$ cat src/rtl/mul_ctrl_pkg.sv
// mul_ctrl_pkg: shared types and constants for the multiplier issue controller.
package mul_ctrl_pkg;
    localparam int MUL_LATENCY = 5;
    typedef logic [4:0] regaddr_t;
    typedef struct packed {
        logic     valid;
        regaddr_t rd;
    } mul_tag_t;
    typedef enum logic [1:0] {WB_NONE, WB_ALU, WB_MUL} wb_src_e;
    // x0 is never a real destination, so it never matches anything
    function automatic logic tag_hit(mul_tag_t t, regaddr_t r);
        return t.valid && (r != '0) && (t.rd == r);
    endfunction
endpackage

$ cat src/rtl/mul_tag_pipe.sv
// mul_tag_pipe: shift register of in-flight multiply tags with rs1/rs2/rd match.
module mul_tag_pipe
    import mul_ctrl_pkg::*;
#(
    parameter int LATENCY = MUL_LATENCY
) (
    input  logic     clock,
    input  logic     reset,
    input  logic     push_i,
    input  regaddr_t push_rd_i,
    input  regaddr_t rs1_i,
    input  regaddr_t rs2_i,
    input  regaddr_t rd_i,
    output logic     rs1_hit_o,
    output logic     rs2_hit_o,
    output logic     rd_hit_o,
    output mul_tag_t tail_o
);
    mul_tag_t slot_q [LATENCY];
    always_ff @(posedge clock) begin
        if (reset) begin
            for (int i = 0; i < LATENCY; i++) slot_q[i] <= '0;
        end else begin
            slot_q[0] <= '{valid: push_i, rd: push_rd_i};
            for (int i = 1; i < LATENCY; i++) slot_q[i] <= slot_q[i-1];
        end
    end
    // the retiring slot is still included: its data is not yet in the register file
    always_comb begin
        rs1_hit_o = 1'b0;
        rs2_hit_o = 1'b0;
        rd_hit_o  = 1'b0;
        for (int i = 0; i < LATENCY; i++) begin
            rs1_hit_o = rs1_hit_o | tag_hit(slot_q[i], rs1_i);
            rs2_hit_o = rs2_hit_o | tag_hit(slot_q[i], rs2_i);
            rd_hit_o  = rd_hit_o  | tag_hit(slot_q[i], rd_i);
        end
    end
    assign tail_o = slot_q[LATENCY-1];
endmodule

$ cat src/rtl/mul_issue_ctrl.sv
// mul_issue_ctrl: issue, hazard and writeback control for the pipelined multiplier.
// Define MUL_PERF_CNT_EN to add saturating issue and stall counters.
module mul_issue_ctrl
    import mul_ctrl_pkg::*;
#(
    parameter int LATENCY      = MUL_LATENCY,
    parameter int MAX_INFLIGHT = 5,
    parameter int RW           = $bits(regaddr_t)
) (
    input  logic          clock,
    input  logic          reset,
    input  logic          issue_valid_i,
    input  logic [RW-1:0] issue_rd_i,
    output logic          issue_ready_o,
    output logic          mul_start_o,
    input  logic          dep_valid_i,
    input  logic [RW-1:0] dep_rs1_i,
    input  logic [RW-1:0] dep_rs2_i,
    output logic          hazard_stall_o,
    input  logic          mul_valid_i,
    input  logic [31:0]   mul_result_i,
    input  logic          alu_wb_valid_i,
    input  logic [RW-1:0] alu_wb_rd_i,
    input  logic [31:0]   alu_wb_data_i,
    output logic          alu_wb_ready_o,
    output logic          wb_en_o,
    output logic [RW-1:0] wb_rd_o,
    output logic [31:0]   wb_data_o,
    output logic          err_o
`ifdef MUL_PERF_CNT_EN
    ,
    output logic [31:0]   perf_issued_o,
    output logic [31:0]   perf_stall_o
`endif
);
    localparam int CW = $clog2(MAX_INFLIGHT + 1);
    localparam int IW = $clog2(LATENCY + 1);
    localparam logic [CW-1:0] MAX_C = CW'(MAX_INFLIGHT);

    mul_tag_t      tail;
    wb_src_e       src;
    logic          rs1_hit, rs2_hit, rd_hit, accept, ign, mul_v, err_now;
    logic [CW-1:0] inflight_q, inflight_d;
    logic [IW-1:0] ign_q;
    logic          wb_en_q, wb_en_d, err_q;
    logic [RW-1:0] wb_rd_q, wb_rd_d;
    logic [31:0]   wb_data_q, wb_data_d;

    mul_tag_pipe #(.LATENCY(LATENCY)) u_pipe (
        .clock     (clock),
        .reset     (reset),
        .push_i    (accept),
        .push_rd_i (issue_rd_i),
        .rs1_i     (dep_rs1_i),
        .rs2_i     (dep_rs2_i),
        .rd_i      (issue_rd_i),
        .rs1_hit_o (rs1_hit),
        .rs2_hit_o (rs2_hit),
        .rd_hit_o  (rd_hit),
        .tail_o    (tail)
    );

    // results of multiplies issued before a reset are still in the MUL for up to LATENCY cycles
    assign ign            = ign_q != '0;
    assign mul_v          = mul_valid_i & !ign;
    assign err_now        = mul_v ^ tail.valid;
    assign issue_ready_o  = (inflight_q < MAX_C) & !rd_hit;
    assign accept         = issue_valid_i & issue_ready_o;
    assign mul_start_o    = accept;
    assign hazard_stall_o = dep_valid_i & (rs1_hit | rs2_hit);
    assign alu_wb_ready_o = !(tail.valid | mul_v);
    assign inflight_d     = inflight_q + CW'(accept) - CW'(tail.valid);

    always_comb begin
        src       = err_now ? WB_NONE : tail.valid ? WB_MUL : alu_wb_valid_i ? WB_ALU : WB_NONE;
        wb_en_d   = (src == WB_MUL) ? (tail.rd != '0) : (src == WB_ALU) ? (alu_wb_rd_i != '0) : 1'b0;
        wb_rd_d   = tail.valid ? tail.rd : alu_wb_rd_i;
        wb_data_d = tail.valid ? mul_result_i : alu_wb_data_i;
    end

    always_ff @(posedge clock) begin
        if (reset) begin
            inflight_q <= '0;
            ign_q      <= IW'(LATENCY);
            wb_en_q    <= 1'b0;
            wb_rd_q    <= '0;
            wb_data_q  <= '0;
            err_q      <= 1'b0;
        end else begin
            inflight_q <= inflight_d;
            ign_q      <= ign ? ign_q - IW'(1) : ign_q;
            wb_en_q    <= wb_en_d;
            wb_rd_q    <= wb_rd_d;
            wb_data_q  <= wb_data_d;
            err_q      <= err_q | err_now;
        end
    end

    assign wb_en_o   = wb_en_q;
    assign wb_rd_o   = wb_rd_q;
    assign wb_data_o = wb_data_q;
    assign err_o     = err_q;

`ifdef MUL_PERF_CNT_EN
    logic [31:0] perf_issued_q, perf_stall_q;
    logic        stall_cyc;
    assign stall_cyc = hazard_stall_o | (!issue_ready_o & issue_valid_i);
    always_ff @(posedge clock) begin
        if (reset) begin
            perf_issued_q <= '0;
            perf_stall_q  <= '0;
        end else begin
            if (accept && perf_issued_q != '1) perf_issued_q <= perf_issued_q + 32'd1;
            if (stall_cyc && perf_stall_q != '1) perf_stall_q <= perf_stall_q + 32'd1;
        end
    end
    assign perf_issued_o = perf_issued_q;
    assign perf_stall_o  = perf_stall_q;
`endif
endmodule

$ cat config.mk
export PLATFORM = sky130hd
export DESIGN_NAME = mul_issue_ctrl
export DESIGN_NICKNAME = d
export VERILOG_FILES = /design/src/rtl/mul_ctrl_pkg.sv /design/src/rtl/mul_tag_pipe.sv /design/src/rtl/mul_issue_ctrl.sv
export SDC_FILE = /design/constraint.sdc
export NUM_CORES = 1
export LEC_CHECK = 0
export ABC_CLOCK_PERIOD_IN_PS = 3000
export CORE_MARGIN = 1
export CORE_UTILIZATION = 46
export CTS_BUF_LIST = sky130_fd_sc_hd__clkbuf_4
export CTS_CLUSTER_DIAMETER = 120
export DETAILED_ROUTE_END_ITERATION = 8
export PLACE_DENSITY = 0.82
export RECOVER_POWER = 25
export SLEW_MARGIN = 40
export SYNTH_ARGS = -nofsm -noshare
export SYNTH_HDL_FRONTEND = slang
export SYNTH_HIERARCHICAL = 1
export SYNTH_SLANG_ARGS = --single-unit
$ cat constraint.sdc
create_clock -name clock -period 3 [get_ports clock]
set_input_delay 0.45 -clock clock [delete_from_list [all_inputs] [get_ports clock]]
set_output_delay 0.45 -clock clock [all_outputs]
set_load 0.02 [all_outputs]
==> results of run 1 <==
## path summary, 6_finish.rpt
kind | to | slack (ns) | cells past startpoint
setup / recovery | issue_ready_o | 0.15 | 10
hold / removal | ign_q[2] | 0.49 | 1
setup reg to reg | inflight_q[1] | 0.44 | 11
hold reg to reg | ign_q[2] | 0.49 | 1
## kinds of logic (layout without fill, tap and decap cells)
| family | Yosys count | after routing | share of synthesized area, % |
|---|---|---|---|
| AOI/OAI and AO/OA | 10 | 10 | 2.538 |
| xor gates and xnor gates | 77 | 77 | 18.48 |
| adders and majority gates | 9 | 9 | 3.292 |
| buffers and inverters | 43 | 175 | 7.236 |
| DFF | 75 | 75 | 41.15 |
| muxes | 37 | 37 | 10.15 |
| and+or+nand+nor | 120 | 120 | 17.15 |
## registers in the layout, indices dropped and copies added, names as in the netlist
signal / count
wb_data_o: 32
u_pipe/slot_q: 30
wb_rd_o: 5
ign_q: 3
inflight_q: 3
err_o: 1
wb_en_o: 1
## layout by cell type (no fill, tap or decap), types with 5 or more instances in the layout
cell type / netlist / layout
nor2b_1: 34 / 34
dlygate4sd2_1: 0 / 7
nor4_1: 15 / 13
dfxtp_1: 75 / 74
xnor2_1: 17 / 17
nand2_1: 5 / 5
mux2i_1: 37 / 37
ha_1: 8 / 8
nand3_1: 18 / 18
clkbuf_4: 0 / 9
clkdlybuf4s50_1: 0 / 123
xor2_1: 60 / 60
buf_4: 11 / 16
inv_1: 10 / 10
nor2_1: 41 / 41
## worst max-delay path, delay by kind of cell
family	cells	cell delay (ns)
buffers and inverters	4	1.11
AO/OA/AOI/OAI	2	0.45
AND/OR/NAND/NOR	3	0.23
XOR/XNOR	1	0.17
## report_power, final
group          leakage, nW  internal, mW  total [mW]  switching [mW]
Sequential           0.620          1.06        1.09          0.0370
Clock               0.0653         0.183       0.579           0.396
Combinational         1.40         0.267       0.470           0.203
Total                 2.09          1.51        2.14           0.636
## layout make-up
type	instances	area share [%]
clock buffer	9	1.320
inverter	10	0.7331
sequential	75	29.35
multi-input combinational	253	37.12
timing repair buffer	149	27.86
tap	102	2.493
clock inverter	7	1.124
## layer usage
metal | up-vias | global-route usage [%] | part of all wire (%) | wire [µm]
li1 | 1461 | - | - | -
met1 | 1378 | 26.58 | 43 | 3888
met2 | 109 | 38.19 | 50 | 4481
met3 | 18 | 3.853 | 5.3 | 479
met4 | 0 | 9.788 | 2.0 | 177
met5 | - | 0 | 0 | 0
## metrics by stage
stage               power [mW]  TNS [ns]  setup slack (ns)  cells
floorplan                1.357         0            0.1205    371
global placement         1.575   -0.6704           -0.1813    589
detailed placement       1.591    -1.032           -0.2469    589
CTS                      2.160         0           0.07494    605
global route             2.253         0         0.0001135    605
finish                   2.142         0            0.1459    605
## timing repair
item / 4_1_cts / 5_1_grt
setup endpoints to repair: 3 / 1
cloned: 0 / 0
hold buffers: 0 / 0
gates resized for setup: 10 / 2
==> reports/summary.txt, run 1 <==
Status: finished with violations
Failing checks: max-capacitance violations, max-slew violations
Clock latency on the worst-skew pair: 0.43 ns
Worst Clk Skew: 0.01965 ns
Core area: 7687 µm²
Top-area cell type share of the netlist area: 41.15%
Syn Area/Cell: 9.834 µm²
Share of cells above drive strength 1: 8.151%
Crit path time final: 2.854 ns
Global-route wire length before repair: 14380 µm
Total Wirelength: 9026 µm
Clock sink total: 75
Nets: 597
Final hold slack: 0.4862 ns
HP Class: register to register
Max-slew violations: 41
Peak Freq: 350.4 MHz
# diodes: 0
Kind of critical path: input port to output pin
Fin. Hold Viols: 0
Crit-path slowest cell: clkdlybuf4s50_1
RSZ-0062 raised after global routing: false
Synth Net Count: 470
CP max FO: 5
TritonCTS Buffers: 9
Post-Synthesis Cell Area: 3648 µm²
Max incr delay on CP: 0.49 ns
Final HPWL from detailed placement: 6872 µm
YS warnings: 6
Final worst path period share: 95.14%
GR Overflow Total: 0
Layout area overhead: 40.33%
Startpoint Class: input port
Synth Register Bits: 75
Commonest cells post-synth: 75 x dfxtp_1, 60 x xor2_1, 41 x nor2_1, 37 x mux2i_1, 34 x nor2b_1
CTS tree: done
Placed cell area: 5012 µm²
Vias in the first global route: 2888
Drt first pass iters: 4
Rows: 32
DR DRC count: 0
Min-delay src: ign_q[2]
RR Startpoint: u_pipe/slot_q[0][27]
Clock Path Buffers: 2
Via count: 2966
Max-cap violations: 1
Most numerous cell in the Yosys netlist: dfxtp_1
Worst-margin pin slew: 1.746 ns
Crit-path cells: clkdlybuf4s50_1, buf_4, xor2_1, nor4_1, nand3_1, nand3_1, o22a_1, a211oi_2, buf_4, dlygate4sd2_1
Post-route ant nets: 0
Via-to-Cell Ratio: 4.902
Die X: 91.06 µm
Post-synth EDFFs: 0
Avg WL per Cell: 14.92 µm
Placer congestion estimate: 0.9498
Largest net degree at the start of global routing: 41
Worst path arrival time: 2.40 ns
Worst setup EP type: output pin
Die height: 91.06 µm
Main synth FF type: dfxtp_1
Top cells by area, synth: dfxtp_1 41%, xor2_1 14%, mux2i_1 10%
Worst-path clk slew: 0.14 ns
Initial antenna violation count: 0
Postcts setup bufs: 0
Initial Utilization: 47.46%
Total track usage: 22.03%
Sequential share of the synthesized area: 41.15%
Peak VDD IR: 0.2708 mV
Synth Instances: 371
H-tree depth: 3
I/O pin count: 133
Register area: 1503 µm²
Footprint of the multi-input gates: 1901 µm²
Leak Pwr: 2.089 nW
Synth cell types: 27
Fillcell total: 648
Setup violators final: 0
Root Driver: clkbuf_4
CP required: 2.55 ns
Relative slew margins: -16.40%
Final core utilization: 66.60%
Power Density: 418.3 nW/µm²
Crit path launch: issue_rd_i[1]
Fin area: 5120 µm²
Synth async-reset ratio: 0%
Initial drt markers: 170
Area leader, netlist: dfxtp_1
Full die area: 8292 µm²
IO Port Bufs: 132
No activity file was read; power rests on OpenSTA's default activity.
==> run 2: changes to the inputs <==
- CORE_MARGIN: 1 -> 2
==> reports/summary.txt, run 2 (synthesized netlist as in run 1, its figures left out) <==
Max-cap violations: 0
Drt first pass iters: 5
RR Endpoint: inflight_q[2]
H-tree depth: 3
Placer congestion estimate: 0.9122
Max incr delay on CP: 0.40 ns
Worst Clk Skew: 0.02991 ns
Part of the power in registers: 51.2%
Switching fraction of total power: 29.39%
Placed cell count: 591
Global-route wire length before repair: 14420 µm
Die X: 93.06 µm
Leak Pwr: 2.101 nW
Placed cell area: 5027 µm²
Cell-internal power: 1.505 mW
DR WL met2: 4824 µm
Worst setup EP type: output pin
Setup violators final: 0
CTS tree: done
Via-to-Cell Ratio: 4.839
Power Density: 415.5 nW/µm²
Top Layer Used: met4
Fin. Hold Viols: 0
Clock Path Buffers: 2
Via count: 2937
Share of cells above drive strength 1: 8.713%
Vias in the first global route: 2860
DR DRC count: 0
RR Startpoint: u_pipe/slot_q[0][27]
Core area: 7687 µm²
Initial Utilization: 47.46%
Clock Power Share: 26.7%
Place WS: -0.2620 ns
Worst-margin pin slew: 1.241 ns
Logic gate share of total power: 22.1%
Rows: 32
Fin cells: 607
Total Wirelength: 9158 µm
Initial antenna violation count: 0
Post-route ant nets: 0
Die height: 93.06 µm
Avg WL per Cell: 15.09 µm
Crit path buf inv count: 3
Fin worst setup slack: 0.1870 ns
Clock latency on the worst-skew pair: 0.43 ns
Peak VDD IR: 0.3035 mV
Crit-path slowest cell: clkdlybuf4s50_1
Wire length on met1: 3752 µm
Most frequent cells in the layout: 122 x clkdlybuf4s50_1, 74 x dfxtp_1, 60 x xor2_1
Pwr Total: 2.132 mW
Relative slew margins: 17.28%
Internal reg-to-reg setup slack: 0.44 ns
Full die area: 8660 µm²
HP Class: register to register
Final hold slack: 0.4896 ns
Clock sink total: 75
Worst path arrival time: 2.36 ns
IO Port Bufs: 132
Setup crit end: hazard_stall_o
Crit-path cells: clkdlybuf4s50_1, buf_4, xor2_1, nor4_1, nand3_1, nand3_1, o22a_1, o21a_1, dlygate4sd2_1
# diodes: 0
GR Overflow Total: 0
Crit path top cell by count: nand3_1
Met3 Routed Length: 448 µm
TritonCTS Buffers: 9
Fin area: 5130 µm²
Final HPWL from detailed placement: 7209 µm
Worst-path clk slew: 0.13 ns
Total track usage: 21.34%
Startpoint Class: input port
Crit path time final: 2.813 ns
Final core utilization: 66.73%
CP required: 2.55 ns
CP max FO: 6
CP Depth: 9
Worst R2R Path Depth: 12
RSZ-0062 raised after global routing: false
Max reg flops: 32
Sw Pwr: 0.6265 mW
Max-slew violations: 0
Commonest non-fill, non-tap cell in the layout: clkdlybuf4s50_1
Kind of critical path: input port to output pin
I/O pin count: 133
Crit path launch: dep_rs1_i[4]
Nets: 599
Final worst path period share: 93.77%
Layout area overhead: 40.60%
Peak Freq: 355.5 MHz
Top delay family on crit path: buffers and inverters
Largest net degree at the start of global routing: 49
Initial drt markers: 107
Status: finished, final reports clean
Setup TNS Final: 0 ns
Root Driver: clkbuf_4
-- run 2: changes by cell type in the layout (fill, tap and decap cells not counted) --
| cell | previous run | this run |
|---|---|---|
| buf_4 | 16 | 18 |
| clkbuf_2 | 2 | 3 |
| clkdlybuf4s50_1 | 123 | 122 |
-- run 2: cell type report --
cell class,count,area [µm²]
clock inverters,7,57.56
fillers,629,2557
flip-flops and latches,75,1503
repair buffers,151,1436
clock buffers,9,67.56
multi-input cells,253,1901
well taps,102,127.6
inverters,10,37.54
-- run 2: worst min-delay path by stage --
| stage | cells past startpoint | to | slack (ns) | startpoint |
|---|---|---|---|---|
| 2_1_floorplan | 1 | ign_q[2] | 0.44 | ign_q[2] |
| 3_3_place_gp | 2 | err_o | 0.45 | err_o |
| 3_5_place_dp | 1 | ign_q[2] | 0.47 | ign_q[2] |
| 4_1_cts | 2 | wb_data_o[25] | 0.47 | reset |
| 5_1_grt | 1 | ign_q[2] | 0.50 | ign_q[2] |
| 6_report | 1 | ign_q[2] | 0.49 | ign_q[2] |
-- run 2: metal layers --
metal  up-vias  GRT usage [%]
li1       1471              -
met1      1370          26.23
met2        82          37.56
met3        14          4.029
met4         0          6.985
met5         -              0
-- run 2: what timing repair did --
| item | CTS | global route |
|---|---|---|
| gates resized for setup | 10 | 5 |
| hold buffers | 0 | 0 |
| setup endpoints to repair | 3 | 3 |
| setup buffers | 0 | 0 |
| gates cloned | 0 | 0 |
-- run 2: worst reg2reg max path, delay by kind of cell (launching register included) --
| family | cells | cell delay (ns) |
|---|---|---|
| compound gates | 2 | 0.21 |
| xor+xnor | 2 | 0.26 |
| fa+ha+maj | 2 | 0.58 |
| buf+inv | 1 | 0.13 |
| flops | 1 | 0.53 |
| simple gates | 5 | 0.71 |
-- run 2: power by group through the flow --
stage	Clock (mW)	Sequential (mW)	Combinational, mW
floorplan	0	1.14	0.214
global placement	0	1.11	0.466
detailed placement	0	1.11	0.481
CTS	0.585	1.09	0.477
global route	0.634	1.10	0.515
finish	0.569	1.09	0.471
==> run 3: changes to the inputs <==
- ABC_AREA: default -> 1
- CORE_MARGIN: 2 -> 1.5
- CORE_UTILIZATION: 46 -> 47
==> reports/summary.txt, run 3 <==
Vias in the first global route: 4024
Postcts setup bufs: 0
Kind of critical path: input port to output pin
Place WS: -0.07592 ns
Root Driver: clkbuf_4
Clock Path Buffers: 2
Status: finished with violations
YS warnings: 6
Hold Buf Count CTS: 0
Synth async-reset ratio: 0%
Worst setup EP type: output pin
Commonest non-fill, non-tap cell in the layout: nor2_1
Commonest cells post-synth: 165 x nor2_1, 150 x nand2_1, 75 x dfxtp_1, 58 x o21ai_0, 54 x inv_1
Wire length on met1: 5406 µm
Worst-path clk slew: 0.13 ns
Top cells by area, synth: dfxtp_1 38%, nor2_1 16%, nand2_1 14%
Nets: 849
Synth Net Count: 711
Drt first pass iters: 5
Peak VDD IR: 0.3037 mV
RSZ-0062 raised after global routing: false
Final worst path period share: 92.29%
DR DRC count: 0
Main synth FF type: dfxtp_1
Failing checks: max-capacitance violations, max-slew violations
Crit-path cells: clkdlybuf4s50_1, inv_2, nand2_1, nand2_1, nor2_1, nand3_1, nand3_1, nor2_1, nor2_1, nor2_1, nand2_1, inv_1, dlygate4sd2_1
Leak Pwr: 2.597 nW
Core area: 8134 µm²
Die height: 94.09 µm
Initial drt markers: 277
Final hold slack: 0.4988 ns
CTS tree: done
Top Layer Used: met4
Crit path time final: 2.769 ns
Syn Area/Cell: 6.373 µm²
GR Overflow Total: 0
Peak Freq: 361.2 MHz
Final HPWL from detailed placement: 9887 µm
Global-route wire length before repair: 19570 µm
Rows: 33
Initial Utilization: 47.95%
Relative slew margins: -9.935%
Via-to-Cell Ratio: 5.030
Crit path top cell by count: nor2_1
Share of cells above drive strength 1: 8.477%
Met3 Routed Length: 1292 µm
Worst path arrival time: 2.32 ns
CP required: 2.55 ns
Power Density: 430.5 nW/µm²
Startpoint Class: input port
Sequential share of the synthesized area: 38.50%
Die X: 94.09 µm
Crit path buf inv count: 4
Via count: 4326
Max reg flops: 32
Max incr delay on CP: 0.62 ns
Total track usage: 29.10%
Top delay family on crit path: buffers and inverters
Synth Register Bits: 75
Area leader, netlist: dfxtp_1
CP max FO: 7
Crit-path slowest cell: clkdlybuf4s50_1
Worst Clk Skew: 0.01682 ns
Clock sink total: 75
Post-route ant nets: 0
# diodes: 0
Setup violators final: 0
Avg WL per Cell: 14.73 µm
TritonCTS Buffers: 9
Max-slew violations: 37
DR WL met2: 5783 µm
Full die area: 8853 µm²
Most numerous cell in the Yosys netlist: nor2_1
HP Class: register to register
Top-area cell type share of the netlist area: 38.50%
Total Wirelength: 12670 µm
Worst-margin pin slew: 1.649 ns
Post-Synthesis Cell Area: 3900 µm²
Synth Instances: 612
Synth cell types: 24
Fin cells: 860
Post-synth EDFFs: 0
Fin worst setup slack: 0.2313 ns
IO Port Bufs: 132
Largest net degree at the start of global routing: 40
H-tree depth: 3
Max-cap violations: 1
Clock latency on the worst-skew pair: 0.40 ns
I/O pin count: 133
Placer congestion estimate: 0.9884
Placed cell count: 844
Initial antenna violation count: 0
Most frequent cells in the layout: 165 x nor2_1, 150 x nand2_1, 126 x clkdlybuf4s50_1
Fin. Hold Viols: 0
Layout area overhead: 40.74%
==> run 3: path summary, 6_finish.rpt <==
check	from	to	slack [ns]	cells past startpoint
max	issue_rd_i[2]	issue_ready_o	0.23	13
min	err_o	err_o	0.50	2
max reg2reg	u_pipe/slot_q[0][26]	inflight_q[2]	0.49	16
min reg2reg	err_o	err_o	0.50	2
==> run 3: worst register-to-register path: cells and delay by family, from the launching register on <==
family	cells	cell delay (ns)
simple gates	11	0.82
flops	1	0.47
xor+xnor	1	0.15
buf+inv	2	0.32
fa+ha+maj	2	0.59
==> run 3: power breakdown <==
group | leakage [nW] | internal (mW) | switching (mW) | total [mW]
Clock | 0.0861 | 0.346 | 0.400 | 0.746
Combinational | 1.89 | 0.260 | 0.259 | 0.519
Sequential | 0.621 | 1.06 | 0.0391 | 1.10
Total | 2.60 | 1.67 | 0.698 | 2.36
==> run 3: layout make-up <==
class	count	area [µm²]
tap	105	131.4
inverter	67	254.0
clock inverter	7	100.1
multi-input combinational	443	1947
timing repair buffer	154	1484
clock buffer	9	67.56
sequential	75	1505
fill	714	2645
==> run 3: cells by family (layout without fill, tap and decap cells) <==
group | count (synthesis) | count (layout) | share of synthesized area [%]
xor+xnor | 8 | 8 | 1.797
flops | 75 | 75 | 38.50
buf+inv | 94 | 237 | 11.58
fa+ha+maj | 9 | 9 | 3.080
compound gates | 72 | 72 | 9.304
simple gates | 354 | 354 | 35.74
==> run 3: per-layer routing <==
layer  global-route usage, %  up-vias
met5                       0        -
met4                   7.587        0
met3                   7.929       16
met2                   45.95      199
met1                   39.09     1974
li1                        -     2137
==> run 3: what timing repair did <==
item / CTS / global route
endpoints found under the setup margin: 2 / 2
gates cloned: 0 / 0
resized for setup: 2 / 8
==> run 3: per-stage QoR <==
stage	instance area (µm²)	power (mW)	setup TNS (ns)	utilization, %
after floorplan	3900	1.360	0	-
after global placement	5320	1.626	-0.07143	65.41
after detailed placement	5320	1.640	-0.1324	65.41
after CTS	5485	2.369	0	67.44
after global routing	5489	2.485	0	67.48
final	5489	2.363	0	67.48
